`src/rtl/wb_bus_arbiter.sv`:
```
// wb_bus_arbiter: round-robin arbiter sharing one strobe/ack slave bus among NM masters
module wb_bus_arbiter #(
  parameter int NM        = 2,
  parameter int AW        = 8,
  parameter int DW        = 8,
  parameter int MAX_BURST = 16,
  parameter int TIMEOUT   = 255
) (
  input  logic             clk_i,
  input  logic             rst_i,
  input  logic [NM-1:0]    m_stb_i,
  input  logic [NM-1:0]    m_we_i,
  input  logic [NM*AW-1:0] m_adr_i,
  input  logic [NM*DW-1:0] m_dat_i,
  output logic [NM-1:0]    m_ack_o,
  output logic [NM-1:0]    m_err_o,
  output logic [DW-1:0]    m_dat_o,
  output logic             s_stb_o,
  output logic             s_we_o,
  output logic [AW-1:0]    s_adr_o,
  output logic [DW-1:0]    s_dat_o,
  input  logic             s_ack_i,
  input  logic [DW-1:0]    s_dat_i,
  output logic [NM-1:0]    gnt_o
);
  typedef enum logic [1:0] {IDLE, BUSY, ERR} state_t;
  state_t        r_state;
  logic [NM-1:0] r_gnt;
  logic [1:0]    r_g, r_rr;
  logic [7:0]    r_burst, r_to;
  logic [1:0]    w_pick_lo, w_pick_hi, w_pick, w_next_rr;
  logic          w_hi, w_busy, w_stb_g, w_others, w_release;
  logic [7:0]    w_burst_inc, w_to_inc;
  logic [AW-1:0] w_adr;
  logic [DW-1:0] w_dat;
  assign w_busy      = r_state == BUSY;
  assign w_stb_g     = |(m_stb_i & r_gnt);
  assign w_others    = |(m_stb_i & ~r_gnt);
  assign w_burst_inc = (r_burst == 8'(MAX_BURST)) ? r_burst : r_burst + 8'd1;
  assign w_to_inc    = r_to + 8'd1;
  assign w_next_rr   = (r_g == 2'(NM-1)) ? 2'd0 : r_g + 2'd1;
  assign w_pick      = w_hi ? w_pick_hi : w_pick_lo;
  assign w_release   = !w_stb_g || (s_ack_i && w_burst_inc == 8'(MAX_BURST) && w_others);
  assign gnt_o       = r_gnt;
  assign s_stb_o     = w_busy & w_stb_g;
  assign s_we_o      = w_busy & |(m_we_i & r_gnt);
  assign s_adr_o     = w_busy ? w_adr : '0;
  assign s_dat_o     = w_busy ? w_dat : '0;
  assign m_dat_o     = w_busy ? s_dat_i : '0;
  assign m_ack_o     = (w_busy & s_ack_i) ? (m_stb_i & r_gnt) : '0;
  assign m_err_o     = (r_state == ERR) ? r_gnt : '0;
  // round-robin pick: lowest requester at or above rr_ptr, else lowest overall (wrap)
  always_comb begin
    w_pick_lo = '0;
    w_pick_hi = '0;
    w_hi      = 1'b0;
    for (int i = NM-1; i >= 0; i--) begin
      if (m_stb_i[i]) w_pick_lo = 2'(i);
      if (m_stb_i[i] && 2'(i) >= r_rr) begin
        w_pick_hi = 2'(i);
        w_hi      = 1'b1;
      end
    end
  end
  // address/data mux driven by the one-hot grant
  always_comb begin
    w_adr = '0;
    w_dat = '0;
    for (int i = 0; i < NM; i++)
      if (r_gnt[i]) begin
        w_adr = m_adr_i[i*AW +: AW];
        w_dat = m_dat_i[i*DW +: DW];
      end
  end
  // arbitration FSM with burst limit and ack watchdog
  always_ff @(posedge clk_i)
    if (rst_i) begin
      r_state <= IDLE;
      r_gnt   <= '0;
      r_g     <= '0;
      r_rr    <= '0;
      r_burst <= '0;
      r_to    <= '0;
    end else begin
      case (r_state)
        IDLE: if (|m_stb_i) begin
          r_state <= BUSY;
          r_gnt   <= {{(NM-1){1'b0}}, 1'b1} << w_pick;
          r_g     <= w_pick;
          r_burst <= '0;
          r_to    <= '0;
        end
        BUSY: if (w_release) begin
          r_state <= IDLE;
          r_gnt   <= '0;
          r_rr    <= w_next_rr;
        end else if (s_ack_i) begin
          r_burst <= w_burst_inc;
          r_to    <= '0;
        end else begin
          r_to    <= w_to_inc;
          if (w_to_inc == 8'(TIMEOUT)) r_state <= ERR;
        end
        ERR: begin
          r_state <= IDLE;
          r_gnt   <= '0;
          r_rr    <= w_next_rr;
        end
        default: r_state <= IDLE;
      endcase
    end
endmodule

```
`config.mk`:
```
export PLATFORM = sky130hd
export DESIGN_NAME = wb_bus_arbiter
export DESIGN_NICKNAME = d
export VERILOG_FILES = /design/src/rtl/wb_bus_arbiter.sv
export SDC_FILE = /design/constraint.sdc
export NUM_CORES = 1
export LEC_CHECK = 0
export CORE_UTILIZATION = 46
export CTS_CLUSTER_DIAMETER = 80
export DETAILED_ROUTE_END_ITERATION = 6
export PLACE_DENSITY = 0.91
export SETUP_SLACK_MARGIN = 0.4
export SLEW_MARGIN = 5
export SYNTH_ARGS = -nofsm -noshare
export SYNTH_HDL_FRONTEND = slang
export SYNTH_SLANG_ARGS = --single-unit
```
`constraint.sdc`:
```
create_clock -name clk_i -period 3.7 [get_ports clk_i]
set_clock_uncertainty 0.1 [all_clocks]
set_input_delay 0.37 -clock clk_i [delete_from_list [all_inputs] [get_ports clk_i]]
set_output_delay 0.37 -clock clk_i [all_outputs]
set_load 0.03 [all_outputs]
```
==> impl_metrics.xml <==
<?xml version="1.0" encoding="UTF-8"?>
<metrics>
  <group name="die">
    <metric name="die_h" unit="um">65.39</metric>
    <metric name="core_region_area" unit="mm^2">0.003744</metric>
    <metric name="fp.dieW" unit="um">65.39</metric>
    <metric name="floorplan.io_pins" unit="">79</metric>
    <metric name="fp-row-count" unit="">22</metric>
    <metric name="die_area" unit="mm^2">0.004275</metric>
    <metric name="starting_density_of_the_core" unit="">0.4936</metric>
  </group>
  <group name="timing">
    <metric name="fin_worst_hold_slack" unit="ns">0.4046</metric>
    <metric name="worstMarginPinSlew" unit="ns">0.7250</metric>
    <metric name="rsz_0062_raised_after_global_routing" unit="">false</metric>
    <metric name="hold_viol" unit="">0</metric>
    <metric name="setup_violations" unit="">0</metric>
    <metric name="timing.fmax" unit="GHz">0.3581</metric>
    <metric name="totalNegativeSetupSlack" unit="ns">0</metric>
    <metric name="final-max-slew-violation-count" unit="">0</metric>
    <metric name="final_period_minus_worst_setup_slack" unit="ns">2.792</metric>
    <metric name="period_share" unit="">0.7547</metric>
    <metric name="slew_margin_rel" unit="">0.5129</metric>
  </group>
  <group name="setup_path">
    <metric name="critical_path.top_delay_family" unit="">simple AND/OR/NAND/NOR gates</metric>
    <metric name="timing.setup.critical_path_class" unit="">flop to primary output</metric>
    <metric name="critical_path.startpoint_type" unit="">flop</metric>
    <metric name="worst-endpoint-required" unit="ns">3.23</metric>
    <metric name="crit_path_top_delay_cell" unit="">sky130_fd_sc_hd__clkdlybuf4s50_1</metric>
    <metric name="critical_path.endpoint_type" unit="">primary output</metric>
    <metric name="worst_path_largest_cell_delay" unit="ns">0.71</metric>
    <metric name="crit_fanout" unit="">16</metric>
    <metric name="timing.critical_path.buf_inv" unit="">1</metric>
    <metric name="worst_ep_arrival_time" unit="ns">2.32</metric>
    <metric name="timing.critical_path.cells" unit="">nor2b_2, a22oi_1, nor2b_1, clkdlybuf4s50_1</metric>
  </group>
  <group name="global_routing">
    <metric name="grtUsageTotal" unit="">0.2805</metric>
    <metric name="top_usage_layer" unit="">met2</metric>
    <metric name="via_count_of_the_first_global_routing_pass" unit="">1911</metric>
    <metric name="grt_first_pass_wirelength" unit="um">9294</metric>
    <metric name="leftover_overflow_at_the_end_of_global_routing" unit="">0</metric>
    <metric name="grt_util_met2" unit="">0.5052</metric>
    <metric name="grt_start_max_net_pins" unit="">27</metric>
    <metric name="antenna_violations_before_repair" unit="">0</metric>
    <metric name="gr-usage-met3" unit="">0.05903</metric>
    <metric name="globalRouteMet1Util" unit="">0.3319</metric>
  </group>
  <group name="drt">
    <metric name="ant_nets" unit="">0</metric>
    <metric name="route.detailed.vias_per_inst" unit="">5.859</metric>
    <metric name="detailedRoute.firstPassIterationCount" unit="">4</metric>
    <metric name="count_of_vias_placed_by_the_detailed_router" unit="">2074</metric>
    <metric name="routed_wirelength" unit="um">5889</metric>
    <metric name="dr.first_iter.drc_count" unit="">134</metric>
    <metric name="detail_route.drc_violations" unit="">0</metric>
    <metric name="post_drt_wl_per_cell" unit="um">16.64</metric>
  </group>
  <group name="layout">
    <metric name="antenna_cells_inserted" unit="">0</metric>
    <metric name="layout.filler_cells" unit="">299</metric>
    <metric name="nNetsFinal" unit="">363</metric>
    <metric name="final-seq-area" unit="um^2">440.4</metric>
    <metric name="drive_gt1_frac" unit="">0.05882</metric>
    <metric name="finalCoreUtilization" unit="">0.7152</metric>
    <metric name="areaGrowthSynthToFinish" unit="%">44.89</metric>
    <metric name="layout.cells.most_common" unit="">sky130_fd_sc_hd__clkdlybuf4s50_1</metric>
    <metric name="final_cell_mix" unit="">78 x sky130_fd_sc_hd__clkdlybuf4s50_1, 24 x sky130_fd_sc_hd__nor2b_1, 22 x sky130_fd_sc_hd__dfxtp_1, 17 x sky130_fd_sc_hd__a22oi_1, 16 x sky130_fd_sc_hd__nor2_1</metric>
    <metric name="multiInputGateArea" unit="mm^2">0.001295</metric>
  </group>
  <group name="yosys">
    <metric name="synth_simple_gate_area_share" unit="">0.3392</metric>
    <metric name="synth_top_family_by_area" unit="">simple AND/OR/NAND/NOR gates</metric>
    <metric name="ys_dominant_reg_cell" unit="">sky130_fd_sc_hd__dfxtp_1</metric>
    <metric name="synth.cell_area" unit="mm^2">0.001848</metric>
    <metric name="yosys.cell_types.count" unit="">49</metric>
    <metric name="synth-compound-area-share" unit="">0.2539</metric>
    <metric name="synth_async_sr_flop_share" unit="">0</metric>
    <metric name="synth_sequential_area_ratio" unit="">0.2383</metric>
    <metric name="synth_edf_count" unit="">0</metric>
    <metric name="syn_area_per_cell" unit="um^2">7.798</metric>
    <metric name="synthXorXnorAreaFrac" unit="">0.02844</metric>
    <metric name="post_synth_fa_ha_maj_area_fraction" unit="">0.05416</metric>
    <metric name="synth_cells" unit="">237</metric>
    <metric name="synth_mux_area_frac" unit="">0.02370</metric>
    <metric name="register_bit_total_from_synthesis" unit="">22</metric>
    <metric name="synthesis.yosys.warnings" unit="">0</metric>
    <metric name="synth.net_count" unit="">292</metric>
  </group>
  <group name="power">
    <metric name="power.share.switching" unit="">0.3318</metric>
    <metric name="sum_of_internal_switching_and_leakage_power" unit="uW">655.1</metric>
    <metric name="peakVddDrop" unit="mV">0.2428</metric>
    <metric name="seq_power_share" unit="">0.392</metric>
    <metric name="power_switching" unit="uW">217.4</metric>
    <metric name="share_clk_of_total_power" unit="">0.231</metric>
    <metric name="p_comb_frac" unit="">0.376</metric>
    <metric name="intPower" unit="uW">437.7</metric>
    <metric name="power.static_leakage" unit="uW">0.0009921</metric>
    <metric name="cellPowerDensity" unit="mW/mm^2">244.6</metric>
  </group>
  <group name="min_path">
    <metric name="min-delay-path-class" unit="">flop to flop</metric>
  </group>
  <group name="clock_tree">
    <metric name="cts.path.max_buffers" unit="">2</metric>
    <metric name="clk_slew_on_worst_s_h_paths" unit="ns">0.08</metric>
    <metric name="clk_root_buffer_cell" unit="">sky130_fd_sc_hd__clkbuf_8</metric>
    <metric name="clk_latency" unit="ns">0.26</metric>
    <metric name="numClockSinks" unit="">22</metric>
    <metric name="cts_tree" unit="">yes</metric>
    <metric name="number_of_buffers_inserted_during_clock_tree_synthesis" unit="">3</metric>
    <metric name="post-cts-setup-buffers" unit="">0</metric>
    <metric name="cts_max_level" unit="">1</metric>
  </group>
  <group name="status">
    <metric name="status" unit="">finished, final reports clean</metric>
  </group>
  <group name="placement">
    <metric name="gp_congestion" unit="">0.8547</metric>
    <metric name="port_buffers" unit="">78</metric>
    <metric name="post_dp_hpwl" unit="um">4599</metric>
  </group>
  <group name="flow_run">
    <metric name="maximum_capacitance_violations" unit="">0</metric>
  </group>
</metrics>
==> cell families after synthesis <==
group / Yosys count
AND/OR/NAND/NOR: 108
AO/OA/AOI/OAI: 63
buffers and inverters: 26
flip-flops: 22
adder cells (fa/ha/maj): 8
XOR/XNOR: 6
multiplexers: 4
==> worst min-delay path, cell delays in order (launching register included) <==
cell and delay [ns]:
sky130_fd_sc_hd__dfxtp_1 0.34, sky130_fd_sc_hd__a21oi_1 0.06, sky130_fd_sc_hd__nor2_1 0.07
==> final cells by class <==
| class | count | area share |
|---|---|---|
| clock buffer | 3 | 0.01542 |
| multi-input combinational | 189 | 0.4836 |
| inverter | 12 | 0.01682 |
| sequential | 22 | 0.1645 |
| tap | 48 | 0.02243 |
| timing repair buffer | 80 | 0.2972 |
==> per-layer routing <==
metal	part of all wire	up-vias	wire length, um
met1	0.42	984	2486
met5	0	-	0
met3	0.075	8	443
met2	0.49	79	2859
li1	-	1003	-
met4	0.017	0	99
==> cell usage after synthesis, drive strengths merged, types with 3 or more instances <==
| library cell | count | area share |
|---|---|---|
| o21ai | 8 | 0.022 |
| nand2b | 3 | 0.010 |
| o31ai | 5 | 0.020 |
| nand3 | 11 | 0.030 |
| nor3 | 8 | 0.022 |
| buf | 5 | 0.019 |
| a31oi | 5 | 0.017 |
| xor2 | 4 | 0.019 |
| clkbuf | 9 | 0.019 |
| and3 | 7 | 0.030 |
| inv | 12 | 0.024 |
| and2 | 13 | 0.044 |
| nor2 | 16 | 0.032 |
| a22oi | 17 | 0.069 |
| ha | 8 | 0.054 |
| a21oi | 6 | 0.016 |
| o311ai | 4 | 0.019 |
| a221o | 5 | 0.027 |
| dfxtp | 22 | 0.24 |
| nand2 | 13 | 0.026 |
| nor2b | 25 | 0.085 |
| mux2 | 3 | 0.018 |
==> power groups by stage <==
stage / Clock, uW / Combinational (uW) / Sequential [uW]
3_5_place_dp: 0 / 244 / 262
6_report: 152 / 246 / 257
2_1_floorplan: 0 / 130 / 264
3_3_place_gp: 0 / 240 / 262
5_1_grt: 162 / 264 / 259
4_1_cts: 152 / 245 / 257
==> what timing repair did <==
| item | CTS | global route |
|---|---|---|
| setup endpoints to repair | 0 | 1 |
| gates resized for setup | 0 | 1 |
| hold buffers | 0 | 0 |
| hold endpoints to repair | 0 | 0 |
==> worst paths after layout <==
check        startpoint          to  slack [ns]  depth (start not counted)
max            gnt_o[0]  s_adr_o[3]        0.91                          4
min              r_g[0]      r_g[0]        0.40                          2
max reg2reg  r_burst[0]  r_burst[7]        0.98                          8
min reg2reg      r_g[0]      r_g[0]        0.40                          2
==> metrics by stage <==
stage,std cells,cell area [um^2],worst slack (ns)
floorplan,237,1848,1.207
detailed placement,351,2634,0.8845
CTS,354,2675,0.6016
global route,354,2678,0.7580
global placement,351,2634,0.9467
finish,354,2678,0.9076
==> registers in the layout, indices dropped and copies added, names as in the netlist <==
| signal | flops |
|---|---|
| r_to | 8 |
| r_g | 1 |
| gnt_o | 2 |
| r_state | 2 |
| r_burst | 8 |
| r_rr | 1 |
No activity file was read; power rests on OpenSTA's default activity.
